==> config.mk <==
export PLATFORM = sky130hd
export DESIGN_NAME = decode_flat
export DESIGN_NICKNAME = d
export VERILOG_FILES = /design/src/rtl/decode_pkg.sv /design/src/rtl/decode_if.sv /design/src/rtl/decode_iq.sv /design/src/rtl/decode.sv /design/src/flat_wrapper.sv
export SDC_FILE = /design/constraint.sdc
export NUM_CORES = 1
export LEC_CHECK = 0
export ABC_CLOCK_PERIOD_IN_PS = 8800
export CELL_PAD_IN_SITES_DETAIL_PLACEMENT = 1
export CELL_PAD_IN_SITES_GLOBAL_PLACEMENT = 1
export CORE_MARGIN = 2
export CORE_UTILIZATION = 49
export CTS_CLUSTER_DIAMETER = 120
export DETAILED_ROUTE_END_ITERATION = 16
export GPL_ROUTABILITY_DRIVEN = 0
export PLACE_DENSITY = 0.9
export SYNTH_ARGS = -nofsm -noshare
export SYNTH_HDL_FRONTEND = slang
export SYNTH_HIERARCHICAL = 1
export SYNTH_SLANG_ARGS = --single-unit
==> constraint.sdc <==
create_clock -name clk -period 8.8 [get_ports clk]
set_clock_uncertainty 0.15 [all_clocks]
set_input_delay 2.2 -clock clk [delete_from_list [all_inputs] [get_ports clk]]
set_output_delay 2.2 -clock clk [all_outputs]
set_load 0.01 [all_outputs]
==> src/rtl/decode_pkg.sv <==
// Shared types for the decode stage: fetch instruction word, decoded uop and the RV32 ALU decoder.
// The SIMULATION macro adds a simid tag that travels from the instruction into the uop.
package decode_pkg;

  localparam logic [6:0] OPC_OP     = 7'b0110011;
  localparam logic [6:0] OPC_OP_IMM = 7'b0010011;

  localparam logic [6:0] F7_BASE = 7'b0000000;
  localparam logic [6:0] F7_ALT  = 7'b0100000;

  localparam logic [2:0] F3_ADD  = 3'b000;
  localparam logic [2:0] F3_SLL  = 3'b001;
  localparam logic [2:0] F3_SLT  = 3'b010;
  localparam logic [2:0] F3_SLTU = 3'b011;
  localparam logic [2:0] F3_XOR  = 3'b100;
  localparam logic [2:0] F3_SR   = 3'b101;
  localparam logic [2:0] F3_OR   = 3'b110;
  localparam logic [2:0] F3_AND  = 3'b111;

  typedef enum logic [1:0] {
    ALU_R,
    ALU_I,
    ILLEGAL
  } t_uop_class;

  typedef enum logic [3:0] {
    ALU_ADD,
    ALU_SUB,
    ALU_XOR,
    ALU_OR,
    ALU_AND,
    ALU_SLL,
    ALU_SRL,
    ALU_SRA,
    ALU_SLT,
    ALU_SLTU
  } t_alu_op;

  typedef struct packed {
`ifdef SIMULATION
    logic [31:0] simid;
`endif
    logic [31:0] bits;
  } t_rv_instr;

  typedef struct packed {
`ifdef SIMULATION
    logic [31:0] simid;
`endif
    t_uop_class  uop_class;
    t_alu_op     alu_op;
    logic [4:0]  rd;
    logic [4:0]  rs1;
    logic [4:0]  rs2;
    logic [31:0] imm;
    logic        uses_rs1;
    logic        uses_rs2;
    logic        writes_rd;
    logic        illegal;
  } t_uop;

  // Operation selected by funct3 when funct7/imm[11:5] is the base encoding.
  function automatic t_alu_op base_op(input logic [2:0] funct3);
    case (funct3)
      F3_ADD:  return ALU_ADD;
      F3_SLL:  return ALU_SLL;
      F3_SLT:  return ALU_SLT;
      F3_SLTU: return ALU_SLTU;
      F3_XOR:  return ALU_XOR;
      F3_SR:   return ALU_SRL;
      F3_OR:   return ALU_OR;
      default: return ALU_AND;
    endcase
  endfunction

  function automatic t_uop decode_rv32(input t_rv_instr instr);
    t_uop        u;
    logic [31:0] w;
    logic [6:0]  funct7;
    logic [2:0]  funct3;
    logic        legal;

    // NOTE: every field gets a default before the case so the combinational caller never infers a latch.
    u      = '0;
    legal  = 1'b0;
    w      = instr.bits;
    funct7 = w[31:25];
    funct3 = w[14:12];
    u.rd   = w[11:7];
    u.rs1  = w[19:15];
    u.rs2  = w[24:20];

    case (w[6:0])
      OPC_OP: begin
        u.uop_class = ALU_R;
        u.uses_rs1  = 1'b1;
        u.uses_rs2  = 1'b1;
        if (funct7 == F7_BASE) begin
          legal    = 1'b1;
          u.alu_op = base_op(funct3);
        end else if (funct7 == F7_ALT) begin
          legal    = (funct3 == F3_ADD) || (funct3 == F3_SR);
          u.alu_op = (funct3 == F3_ADD) ? ALU_SUB : ALU_SRA;
        end
      end
      OPC_OP_IMM: begin
        u.uop_class = ALU_I;
        u.uses_rs1  = 1'b1;
        u.alu_op    = base_op(funct3);
        u.imm       = {{20{w[31]}}, w[31:20]};
        legal       = 1'b1;
        // Shift-immediates carry shamt in imm[4:0] and the shift kind in imm[11:5].
        if (funct3 == F3_SLL || funct3 == F3_SR) begin
          u.imm = {27'd0, w[24:20]};
          if (funct3 == F3_SR && funct7 == F7_ALT) u.alu_op = ALU_SRA;
          else legal = (funct7 == F7_BASE);
        end
      end
      default: legal = 1'b0;
    endcase

    if (!legal) begin
      u.uop_class = ILLEGAL;
      u.alu_op    = ALU_ADD;
      u.imm       = '0;
      u.uses_rs1  = 1'b0;
      u.uses_rs2  = 1'b0;
      u.illegal   = 1'b1;
    end else begin
      u.writes_rd = (u.rd != 5'd0);
    end
`ifdef SIMULATION
    u.simid = instr.simid;
`endif
    return u;
  endfunction

endpackage

==> src/rtl/decode_if.sv <==
// Fetch->decode->rename handshake bundle. slave is the decode view, master the surrounding pipeline.
interface decode_if;
  import decode_pkg::*;

  logic      fe_valid_de0;
  t_rv_instr instr_de0;
  logic      stall;
  logic      de_valid_rn0;
  t_uop      uop_rn0;
  logic      rn_stall;

  modport slave (
    input  fe_valid_de0, instr_de0, rn_stall,
    output stall, de_valid_rn0, uop_rn0
  );

  modport master (
    output fe_valid_de0, instr_de0, rn_stall,
    input  stall, de_valid_rn0, uop_rn0
  );
endinterface

==> src/rtl/decode_iq.sv <==
// de_iq: in-order circular FIFO with power-of-two depth, wrapping pointers and an occupancy count.
module de_iq #(
  parameter type T     = logic,
  parameter int  DEPTH = 4
) (
  input  logic                   clk,
  input  logic                   reset,
  input  logic                   push,
  input  T                       din,
  input  logic                   pop,
  output T                       head,
  output logic [$clog2(DEPTH):0] count,
  output logic                   full,
  output logic                   empty
);
  localparam int PW = $clog2(DEPTH);

  T              mem [DEPTH];
  logic [PW-1:0] rd_ptr;
  logic [PW-1:0] wr_ptr;
  logic          do_push;
  logic          do_pop;

  assign full    = (count == (PW + 1)'(DEPTH));
  assign empty   = (count == '0);
  assign do_push = push & ~full;
  assign do_pop  = pop & ~empty;
  assign head    = mem[rd_ptr];

  // NOTE: storage is deliberately not reset; count alone says which slots are live.
  always_ff @(posedge clk) begin
    if (do_push) mem[wr_ptr] <= din;
  end

  always_ff @(posedge clk) begin
    if (reset) begin
      rd_ptr <= '0;
      wr_ptr <= '0;
      count  <= '0;
    end else begin
      if (do_push) wr_ptr <= wr_ptr + 1'b1;
      if (do_pop)  rd_ptr <= rd_ptr + 1'b1;
      case ({do_push, do_pop})
        2'b10:   count <= count + 1'b1;
        2'b01:   count <= count - 1'b1;
        default: count <= count;
      endcase
    end
  end
endmodule

==> src/rtl/decode.sv <==
// decode: buffers fetched RV32 instructions, decodes the queue head and registers the uop for rename.
// Define DE_PERF_CNT_EN to add the perf_de_* event counters.
module decode
  import decode_pkg::*;
#(
  parameter int IQ_DEPTH = 4
) (
  input  logic        clk,
  input  logic        reset,
  decode_if.slave     de
`ifdef DE_PERF_CNT_EN
  ,
  output logic [31:0] perf_de_uops,
  output logic [31:0] perf_de_fe_stall,
  output logic [31:0] perf_de_illegal
`endif
);
  localparam int CW = $clog2(IQ_DEPTH) + 1;

  t_rv_instr     iq_head;
  logic [CW-1:0] iq_count;
  logic          iq_full;
  logic          iq_empty;
  logic          push;
  logic          load;
  t_uop          head_uop;
  t_uop          uop_q;
  logic          valid_q;

  // Backpressure comes only from registered occupancy, never from instr_de0 or rn_stall.
  assign de.stall = iq_full;
  assign push     = de.fe_valid_de0 & ~iq_full;
  assign load     = ~iq_empty & (~valid_q | ~de.rn_stall);

  de_iq #(
    .T     (t_rv_instr),
    .DEPTH (IQ_DEPTH)
  ) u_iq (
    .clk   (clk),
    .reset (reset),
    .push  (push),
    .din   (de.instr_de0),
    .pop   (load),
    .head  (iq_head),
    .count (iq_count),
    .full  (iq_full),
    .empty (iq_empty)
  );

  // NOTE: combinational logic uses blocking '=', the clocked registers below use '<=' only.
  always_comb begin
    head_uop = decode_rv32(iq_head);
  end

  always_ff @(posedge clk) begin
    if (reset) begin
      valid_q <= 1'b0;
      uop_q   <= '0;
    end else if (load) begin
      valid_q <= 1'b1;
      uop_q   <= head_uop;
    end else if (valid_q & ~de.rn_stall) begin
      valid_q <= 1'b0;
    end
  end

  assign de.de_valid_rn0 = valid_q;
  assign de.uop_rn0      = uop_q;

`ifdef DE_PERF_CNT_EN
  always_ff @(posedge clk) begin
    if (reset) begin
      perf_de_uops     <= '0;
      perf_de_fe_stall <= '0;
      perf_de_illegal  <= '0;
    end else begin
      if (valid_q & ~de.rn_stall)                 perf_de_uops     <= perf_de_uops + 32'd1;
      if (de.fe_valid_de0 & iq_full)              perf_de_fe_stall <= perf_de_fe_stall + 32'd1;
      if (valid_q & ~de.rn_stall & uop_q.illegal) perf_de_illegal  <= perf_de_illegal + 32'd1;
    end
  end
`endif

  chk_no_change: assert property (@(posedge clk) disable iff (reset)
    (valid_q && de.rn_stall) |=> ($stable(uop_q) && valid_q));

  chk_count_bound: assert property (@(posedge clk) disable iff (reset)
    (iq_count <= CW'(IQ_DEPTH)) && (iq_full == (iq_count == CW'(IQ_DEPTH))));

endmodule

==> src/flat_wrapper.sv <==
// flat-port wrapper written by rule: the top's interface ports become plain ports
module decode_flat import decode_pkg::*;
#(
  parameter int IQ_DEPTH = 4
)
  (clk, reset, de_fe_valid_de0, de_instr_de0, de_rn_stall, de_stall, de_de_valid_rn0, de_uop_rn0);
  decode_if de_i ();
  input  logic clk;
  input  logic reset;
  input wire logic [$bits(de_i.fe_valid_de0)-1:0] de_fe_valid_de0;
  input wire logic [$bits(de_i.instr_de0)-1:0] de_instr_de0;
  input wire logic [$bits(de_i.rn_stall)-1:0] de_rn_stall;
  output wire logic [$bits(de_i.stall)-1:0] de_stall;
  output wire logic [$bits(de_i.de_valid_rn0)-1:0] de_de_valid_rn0;
  output wire logic [$bits(de_i.uop_rn0)-1:0] de_uop_rn0;
  assign de_i.fe_valid_de0 = de_fe_valid_de0;
  assign de_i.instr_de0 = de_instr_de0;
  assign de_i.rn_stall = de_rn_stall;
  assign de_stall = de_i.stall;
  assign de_de_valid_rn0 = de_i.de_valid_rn0;
  assign de_uop_rn0 = de_i.uop_rn0;
  decode #(.IQ_DEPTH(IQ_DEPTH)) u_core (.clk(clk), .reset(reset), .de(de_i));
endmodule
==> qor.yml <==
logic_synthesis:
  yosysTopAreaCell: "edfxtp_1"
  synth_top_area_frac: 0.556
  synth.distinct_cells: 46
  syn-cell-area_sq_um: 6910
  ys_warn_count: 6
  syn_avg_cell_area_sq_um: 15.8
  synth_nets: 479
  ys_seq_area_frac: 0.689
  synth_seq_cells: 174
  synthTopCellsByArea: "edfxtp_1 (56%), dfxtp_1 (13%), mux4_2 (9.8%), buf_4 (2.3%), nand2_1 (2.3%)"
  netlist_instances: 437
worst_setup_path:
  endpoint_kind: "flip-flop"
  r2r_start: "u_core/u_iq/count[0]"
  required_ns: 9.01
  cp-start-kind: "input port"
  criticalPathCategory: "in2reg"
  rr_worst_depth: 12
  arrival_ns: 5.51
  reg2reg_to: "u_core/u_iq/count[2]"
  critical_path.max_fanout: 38
  rrSetupSlack_ns: 4.99
global_route:
  grt_pass1_wl_mm: 25.3
  overflow: 0
  grt_max_degree: 48
  antenna_found_initial: 0
  globalRouteTotalUtil: 0.234
  grt_pass1_vias: 4319
clock_network:
  cts_hold_buffers: 0
  ctsResizeCount: 0
  cts_tree: "yes"
  cts_sinks: 174
  clk_path_buf_depth: 2
  post-cts-setup-buffer-count: 0
  htreeDepth: 4
  root_buffer: "clkbuf_16"
  clk_latency_ns: 0.43
  cts_buffers: 17
  cts.clk_slew.worst_paths_ns: 0.06
power:
  powerDensity_nw_per_um2: 285
  power_leakage_uw: 0.00274
  peakVddDrop_mv: 0.158
floorplan:
  rows: 43
  dieArea_sq_um: 15100
  coreArea_sq_um: 13800
  initial_core_util: 0.500
  pin_count: 95
  fp.dieH_um: 123
  die-width_um: 123
drt:
  wl_per_cell_um: 23.6
  drc: 0
  viasPerCell: 5.79
  firstDrtPassIters: 4
  antenna_left: 0
  vias: 4096
  drt-initial-drc-count: 284
  finalWirelength_mm: 16.7
timing:
  worst_pin_slew_ns: 0.855
  tns_ns: 0
  hold_viol: 0
  final-setup-viol-count: 0
  maxSlewViolCount: 0
  fin_crit_sh: 0.603
  clock.fmax_mhz: 188
  rsz0062_at_grt: "false"
  layout_min_cycle_time_ns: 5.31
  slew_headroom: 0.427
  setup_ws_ns: 3.49
placement:
  port_buffers: 94
  dp_hpwl_mm: 10.1
  place_ws_ns: 3.22
run:
  drv_cap: 0
min_path:
  hold_end: "u_core/de.uop_rn0[7]"
  min_path_type: "reg2reg"
  holdCritStartpoint: "u_core/de.uop_rn0[7]"
  hold_depth: 2
final_layout:
  drive_above_1_share: 0.157
  synthToLayoutAreaGrowth_pct: 22.1
  diodes: 0
  nFillCells: 1238
  num-nets-final: 556
outcome:
  status: "complete, no violations"
-- cell usage in the layout (no fill, tap or decap), types with 5 or more instances in the layout --
master	n
mux4_2	30
nor2_1	20
buf_4	9
nand2_1	42
and2_1	6
a32oi_1	8
edfxtp_1	128
nand3b_1	5
clkbuf_16	21
nand4_1	8
clkdlybuf4s50_1	94
dfxtp_1	45
inv_1	9
a21oi_1	30
o21ai_0	5
ha_1	5
-- synthesized netlist by cell type, drive strengths merged --
library cell  number
buf               32
nor4               1
nand4              8
a32oi              8
dfxtp             46
a21o               1
nor4b              1
nor3b              3
and2               6
nand2             42
mux4              32
or4                2
ha                 5
fa                 1
nor2b              3
o31ai              6
a21oi             30
o21ai              6
clkinv             1
edfxtp           128
nor3               2
xor2               4
nand3b             5
inv                9
or3                3
a31oi              2
nand3              2
or2                3
mux2i              1
nor2              21
nand2b             4
or4b               1
o41ai              4
o32ai              1
clkbuf            13
-- critical path, cell delays in order --
cell and delay [ns]:
clkdlybuf4s50_1 0.49, a21o_1 0.12, buf_4 0.35, clkinv_1 0.80, o31ai_2 0.38, inv_1 0.09, ha_1 0.22, inv_1 0.08
fa_1 0.18, xor2_1 0.09, or3_1 0.33, a21oi_1 0.15
-- final cells by class --
class	instances	area [sq um]	share of cell area
clock buffer	23	543	0.0643
inverter	10	37.5	0.00445
sequential	174	4770	0.565
tap	180	225	0.0267
timing repair buffer	103	1010	0.119
clock inverter	9	66.3	0.00786
multi-input combinational	208	1800	0.213
-- logic make-up (layout without fill, tap and decap cells) --
logic type / after synthesis / after routing / share of synthesized area
flip-flops: 174 / 174 / 0.689
AND/OR/NAND/NOR: 107 / 107 / 0.0798
AO/OA/AOI/OAI: 58 / 58 / 0.0561
buffers and inverters: 55 / 145 / 0.0512
multiplexers: 33 / 33 / 0.107
adder cells (fa/ha/maj): 6 / 6 / 0.0119
XOR/XNOR: 4 / 4 / 0.00507
-- how the worst max path moves through the flow --
stage | from | to | slack [ns] | cells past startpoint
final | de_rn_stall | u_core/u_iq/count[2] | 3.49 | 12
after global routing | de_rn_stall | u_core/u_iq/count[2] | 3.29 | 12
after CTS | de_rn_stall | u_core/u_iq/count[2] | 3.56 | 12
after detailed placement | de_rn_stall | u_core/u_iq/count[2] | 3.22 | 12
after global placement | de_rn_stall | u_core/u_iq/count[2] | 3.42 | 12
after floorplan | de_rn_stall | u_core/u_iq/count[2] | 4.45 | 11
-- registers in the layout, indices dropped and copies added, names as in the netlist, named ones only --
name	count
u_core/u_iq/mem	128
u_core/u_iq/wr_ptr	2
u_core/de.uop_rn0	36
u_core/u_iq/count	3
u_core/u_iq/rd_ptr	2
u_core/de.de_valid_rn0	1
-- report_power, final --
part / switching [uW] / internal [uW]
combinational: 351 / 230
sequential: 60.6 / 1010
clock: 320 / 439
-- metal layers --
layer / up-vias / track usage / routed length (um)
li1: 1799 / - / -
met3: 34 / 0.0465 / 844
met2: 164 / 0.410 / 8820
met4: 0 / 0.103 / 421
met5: - / 0 / 0
met1: 2099 / 0.280 / 6630
-- through the flow --
stage               cells   util  instance area [sq um]  power (uW)  hold WS [ns]
global route          707  0.611                   8440        2500         0.325
CTS                   707  0.611                   8440        2420         0.308
global placement      675  0.566                   7830        1590         0.293
floorplan             437      -                   6910        1430         0.309
detailed placement    675  0.566                   7830        1650         0.299
finish                707  0.611                   8440        2410         0.304
Power figures use the tool's default switching activity.
